===== src/rtl/count_bcd_pkg.sv =====
// Shared constants and FSM encoding for the count_bcd_conv binary-to-BCD stage.
package count_bcd_pkg;

    localparam int unsigned BCD_DIGIT_W = 4;
    localparam int unsigned ADD3_THRESH = 5;

    typedef enum logic [1:0] {
        ST_IDLE = 2'd0,
        ST_CONV = 2'd1,
        ST_DONE = 2'd2
    } state_e;

endpackage


===== src/rtl/bcd_add3_digit.sv =====
// Double-dabble correction cell: a BCD digit of 5 or more gets +3 before the shift.
module bcd_add3_digit
    import count_bcd_pkg::*;
(
    input  logic [BCD_DIGIT_W-1:0] digit_i,
    output logic [BCD_DIGIT_W-1:0] digit_o
);

    // Conditional +3 so the following left shift carries correctly into the next digit
    always_comb begin
        digit_o = digit_i;
        if (digit_i >= BCD_DIGIT_W'(ADD3_THRESH)) begin
            digit_o = digit_i + BCD_DIGIT_W'(3);
        end
    end

endmodule


===== src/rtl/count_bcd_conv.sv =====
// Sequential double-dabble converter for the counter value, with start/ready/valid
// handshake and a sticky overflow flag.
// Optional macro COUNT_BCD_BLANK_EN adds a leading-zero blanking output.
module count_bcd_conv
    import count_bcd_pkg::*;
#(
    parameter int unsigned WIDTH  = 8,
    parameter int unsigned DIGITS = 3
) (
    input  logic                          clk,
    input  logic                          rst,
    input  logic                          start,
    input  logic [WIDTH-1:0]              bin,
    input  logic                          ovf_in,
    input  logic                          clr_ovf,
    output logic                          ready,
    output logic                          valid,
    output logic [BCD_DIGIT_W*DIGITS-1:0] bcd,
`ifdef COUNT_BCD_BLANK_EN
    output logic [DIGITS-1:0]             blank,
`endif
    output logic                          ovf_sticky
);

    localparam int unsigned BCD_W      = BCD_DIGIT_W * DIGITS;
    localparam int unsigned SR_W       = BCD_W + WIDTH;
    localparam int unsigned CNT_W      = $clog2(WIDTH + 1);
    // ceil(WIDTH * log10(2)) with log10(2) ~= 0.30103
    localparam int unsigned MIN_DIGITS = (WIDTH * 30103 + 99999) / 100000;

    // Refuse to build a converter that cannot represent the largest input
    generate
        if (DIGITS < MIN_DIGITS) begin : g_digits_chk
            $error("count_bcd_conv: DIGITS too small for WIDTH");
        end
    endgenerate

    state_e             state_q;
    logic [BCD_W-1:0]   acc_q;
    logic [WIDTH-1:0]   sr_q;
    logic [CNT_W-1:0]   cnt_q;
    logic               ready_q;
    logic               valid_q;
    logic [BCD_W-1:0]   bcd_q;
    logic               ovf_q;

    logic [BCD_W-1:0]   acc_adj;
    logic [SR_W-1:0]    shift_d;
    logic [BCD_W-1:0]   acc_d;
    logic [WIDTH-1:0]   sr_d;

    // One correction cell per BCD digit of the accumulator
    generate
        for (genvar g = 0; g < DIGITS; g++) begin : g_add3
            bcd_add3_digit u_add3 (
                .digit_i (acc_q[g*BCD_DIGIT_W +: BCD_DIGIT_W]),
                .digit_o (acc_adj[g*BCD_DIGIT_W +: BCD_DIGIT_W])
            );
        end
    endgenerate

    // Corrected accumulator and binary remainder shifted left as one register
    assign shift_d = {acc_adj, sr_q} << 1;
    assign acc_d   = shift_d[SR_W-1:WIDTH];
    assign sr_d    = shift_d[WIDTH-1:0];

`ifdef COUNT_BCD_BLANK_EN
    logic [DIGITS-1:0] blank_q;
    logic [DIGITS-1:0] blank_d;

    // Digit i is blank when it and every more significant digit are zero; digit 0 always shows
    always_comb begin
        logic run;
        run     = 1'b1;
        blank_d = '0;
        for (int i = int'(DIGITS) - 1; i >= 1; i--) begin
            run        = run & (acc_d[i*BCD_DIGIT_W +: BCD_DIGIT_W] == '0);
            blank_d[i] = run;
        end
    end
`endif

    // Conversion FSM; bcd/valid are loaded on the last iteration so they appear in DONE
    always_ff @(posedge clk) begin
        if (rst) begin
            state_q <= ST_IDLE;
            acc_q   <= '0;
            sr_q    <= '0;
            cnt_q   <= '0;
            ready_q <= 1'b1;
            valid_q <= 1'b0;
            bcd_q   <= '0;
`ifdef COUNT_BCD_BLANK_EN
            blank_q <= ~DIGITS'(1);
`endif
        end else begin
            case (state_q)
                ST_IDLE: begin
                    valid_q <= 1'b0;
                    if (start) begin
                        sr_q    <= bin;
                        acc_q   <= '0;
                        cnt_q   <= CNT_W'(WIDTH);
                        ready_q <= 1'b0;
                        state_q <= ST_CONV;
                    end
                end
                ST_CONV: begin
                    acc_q <= acc_d;
                    sr_q  <= sr_d;
                    cnt_q <= cnt_q - CNT_W'(1);
                    if (cnt_q == CNT_W'(1)) begin
                        state_q <= ST_DONE;
                        bcd_q   <= acc_d;
                        valid_q <= 1'b1;
`ifdef COUNT_BCD_BLANK_EN
                        blank_q <= blank_d;
`endif
                    end
                end
                ST_DONE: begin
                    valid_q <= 1'b0;
                    ready_q <= 1'b1;
                    state_q <= ST_IDLE;
                end
                default: begin
                    valid_q <= 1'b0;
                    ready_q <= 1'b1;
                    state_q <= ST_IDLE;
                end
            endcase
        end
    end

    // Sticky overflow record; a new pulse wins over a same-cycle clear
    always_ff @(posedge clk) begin
        if (rst) begin
            ovf_q <= 1'b0;
        end else begin
            ovf_q <= (ovf_q & ~clr_ovf) | ovf_in;
        end
    end

    assign ready      = ready_q;
    assign valid      = valid_q;
    assign bcd        = bcd_q;
    assign ovf_sticky = ovf_q;
`ifdef COUNT_BCD_BLANK_EN
    assign blank      = blank_q;
`endif

endmodule

===== config.mk =====
export PLATFORM = sky130hd
export DESIGN_NAME = count_bcd_conv
export DESIGN_NICKNAME = d
export VERILOG_FILES = /design/src/rtl/count_bcd_pkg.sv /design/src/rtl/bcd_add3_digit.sv /design/src/rtl/count_bcd_conv.sv
export SDC_FILE = /design/constraint.sdc
export NUM_CORES = 1
export LEC_CHECK = 0
export CORE_ASPECT_RATIO = 0.9
export CORE_MARGIN = 4
export CORE_UTILIZATION = 50
export CTS_BUF_LIST = sky130_fd_sc_hd__clkbuf_4 sky130_fd_sc_hd__clkbuf_8
export DETAILED_ROUTE_END_ITERATION = 10
export GPL_TIMING_DRIVEN = 0
export HOLD_SLACK_MARGIN = 0.02
export PLACE_DENSITY = 0.74
export SLEW_MARGIN = 10
export SYNTH_ARGS = -nofsm -noshare
export SYNTH_HDL_FRONTEND = slang
export SYNTH_SLANG_ARGS = --single-unit

===== constraint.sdc =====
create_clock -name clk -period 1.69 [get_ports clk]
set_input_delay 0.338 -clock clk [delete_from_list [all_inputs] [get_ports clk]]
set_output_delay 0.338 -clock clk [all_outputs]
set_load 0.005 [all_outputs]

==> flow_summary.json <==
{
  "switching_share_pct": 25.3,
  "synth_warnings": 0,
  "die_area_mm2": 0.00487,
  "powerDensity_mw_per_mm2": 864,
  "drcViolationCount": 0,
  "rsz0062_at_grt": "no",
  "period_minus_slack_ps": 1570,
  "finalMaxSlewViolations": 0,
  "antenna_found_initial": 0,
  "synthSimpleGateAreaFrac_pct": 22.6,
  "grt_max_degree": 13,
  "syn_area_mm2": 0.00191,
  "clock.fmax_ghz": 0.636,
  "first_global_vias": 1386,
  "post_drt_wl_per_cell_um": 14.1,
  "min_path_cells": 2,
  "fin_crit_sh_pct": 93.1,
  "areaGrowthSynthToFinish_pct": 22.5,
  "postSynthCellCount": 210,
  "crit_path_end_kind": "register",
  "worst_pin_slew_ps": 673,
  "fp.coreArea_mm2": 0.00370,
  "total_power_mw": 2.02,
  "synth_nets": 231,
  "wl_um": 4080,
  "criticalPathCategory": "register to register",
  "first_pass_iters": 4,
  "hold_viol": 0,
  "drive_above_1_share_pct": 13.1,
  "tritoncts": "built",
  "setup_viol": 0,
  "die_w_um": 73.1,
  "nets": 264,
  "antenna_left": 0,
  "finish.utilization_pct": 63.1,
  "combPwrFrac_pct": 13.3,
  "grt_pass1_wl_um": 6730,
  "required_ps": 1940,
  "clock_sinks": 41,
  "r2r_cells": 6,
  "p_switching_uw": 512,
  "synth-seq-cells": 41,
  "gp_congestion": 0.786,
  "power_frac_seq_pct": 51.5,
  "diodes": 0,
  "num_rows": 21,
  "fin_skew_ps": 5.68,
  "place_ws_ps": 51.2,
  "clk_latency_ps": 300,
  "fin_ws_ps": 117,
  "grt_overflow": 0,
  "crit_fanout": 7,
  "avgViaCountPerCell": 5.42,
  "cts_hold_buffers": 0,
  "hold_path.class": "primary input to register",
  "synth_compound_area_share_pct": 20.1,
  "maxCapViolations": 0,
  "leakagePower_nw": 0.938,
  "start_util_pct": 51.5,
  "synth-async-reset-ratio_pct": 0,
  "peakVddDrop_uv": 558,
  "fp.dieH_um": 66.6,
  "synthMuxAreaShare_pct": 2.17,
  "synth-seq-area-share_pct": 43.0,
  "cts-root-buf": "clkbuf_8",
  "htreeDepth": 2,
  "yosysUniqueCellTypes": 35,
  "relSlewSlack_pct": 55.0,
  "synth_fa_ha_area_share_pct": 5.25,
  "synth_xor_xnor_area_share_pct": 1.38,
  "start_kind": "register",
  "p_clk_share_pct": 35.2,
  "vias": 1572,
  "grtUsageTotal_pct": 18.3,
  "ys.flop_type": "dfxtp_1",
  "synth.avg_cell_area_um2": 9.08,
  "portBuffers": 25,
  "fin_setup_tns_ps": 0,
  "cts_buffers": 5,
  "synth-edff-count": 0,
  "critPathArrivalTime_ps": 1820,
  "synth_top_family_by_area": "simple AND/OR/NAND/NOR gates",
  "io_pins": 28,
  "p_int_mw": 1.51,
  "drt-initial-drc-count": 77,
  "status": "finished clean",
  "dp_hpwl_um": 2820,
  "clkTransAtPathRegs_ps": 80,
  "hold_ws_ps": 405,
  "clockBufferDepth": 2
}
==> metal layers <==
layer / track usage (%) / part of all wire, % / up-vias
met5: 0 / 0 / -
met4: 9.68 / 1.9 / 0
met3: 4.98 / 4.8 / 7
met2: 26.3 / 43 / 26
met1: 24.7 / 50 / 732
li1: - / - / 807
==> stage by stage <==
stage / cells / area [um^2]
detailed placement: 281 / 2210
finish: 290 / 2340
global route: 290 / 2340
floorplan: 210 / 1910
CTS: 289 / 2320
global placement: 281 / 2210
==> state kept, by name, summed over array words and instances, names as in the netlist <==
register and count:
cnt_q 4, bcd 12, state_q 2, ovf_sticky 1, acc_q 12, valid 1, sr_q 8, ready 1
==> cell families (layout without fill, tap and decap cells) <==
logic type / count (synthesis) / count (layout)
buf+inv: 22 / 56
flops: 41 / 41
fa+ha+maj: 8 / 8
xor+xnor: 3 / 3
simple gates: 80 / 80
mux: 4 / 4
compound gates: 52 / 52
==> cells in the mapped netlist (2+ instances only) <==
master | instances | area (um^2)
o32ai_1 | 5 | 43.8
a22o_1 | 6 | 52.6
ha_1 | 8 | 100
nor3_1 | 10 | 50.1
a211oi_1 | 5 | 37.5
nor2b_1 | 7 | 43.8
a21o_1 | 6 | 45.0
xnor2_1 | 3 | 26.3
a21oi_1 | 16 | 80.1
nand2b_1 | 6 | 37.5
clkbuf_1 | 3 | 11.3
nor3b_2 | 3 | 37.5
dfxtp_1 | 41 | 821
nor2_2 | 5 | 31.3
nor2_1 | 33 | 124
nor3b_1 | 10 | 75.1
o2bb2ai_1 | 2 | 17.5
nand2_1 | 3 | 11.3
inv_1 | 10 | 37.5
buf_2 | 6 | 30.0
mux2i_1 | 3 | 30.0
a32o_1 | 3 | 30.0
o21ai_0 | 3 | 15.0
a211oi_2 | 2 | 25.0
==> final timing paths <==
check / startpoint / end / slack, ps
hold reg to reg: bcd[0] / bcd[0] / 460
hold / removal: rst / state_q[1] / 400
setup / recovery: cnt_q[1] / bcd[5] / 120
setup reg to reg: cnt_q[1] / bcd[5] / 120
==> critical path, cell delays in order, from the launching register on <==
cell and delay (ps):
dfxtp_1 310, inv_1 90, ha_1 150, nor3b_4 240, nand2_1 200, nor2_2 350
a21o_1 170
==> what timing repair did <==
item / in CTS / in global routing
setup buffers: 0 / 1
endpoints found under the setup margin: 0 / 11
resized for setup: 0 / 3
==> cell type report <==
cell class	instances	area (um^2)
sequential	41	822
multi-input combinational	147	992
clock inverter	1	5.00
fill	340	1370
tap	46	57.6
buffer	12	67.6
inverter	10	37.5
timing repair buffer	26	258
clock buffer	7	96.3
==> power groups by stage <==
stage | clock network, mW | registers, mW | logic [mW]
4_1_cts | 0.719 | 1.04 | 0.263
3_3_place_gp | 0 | 1.06 | 0.259
2_1_floorplan | 0 | 1.06 | 0.177
5_1_grt | 0.772 | 1.05 | 0.298
3_5_place_dp | 0 | 1.06 | 0.261
6_report | 0.711 | 1.04 | 0.268
==> placed cells by master (no fill, tap or decap), types with 5 or more instances in the layout <==
master / n
buf_2: 6
ha_1: 8
a21o_1: 6
nor3b_1: 10
clkbuf_8: 7
inv_1: 10
nor2_1: 33
nand2b_1: 6
dfxtp_1: 40
nor3_1: 9
a22o_1: 6
nor2_2: 5
nor2b_1: 7
clkdlybuf4s50_1: 25
a211oi_1: 5
o32ai_1: 5
a21oi_1: 16
(Power assumes the default switching activity.)
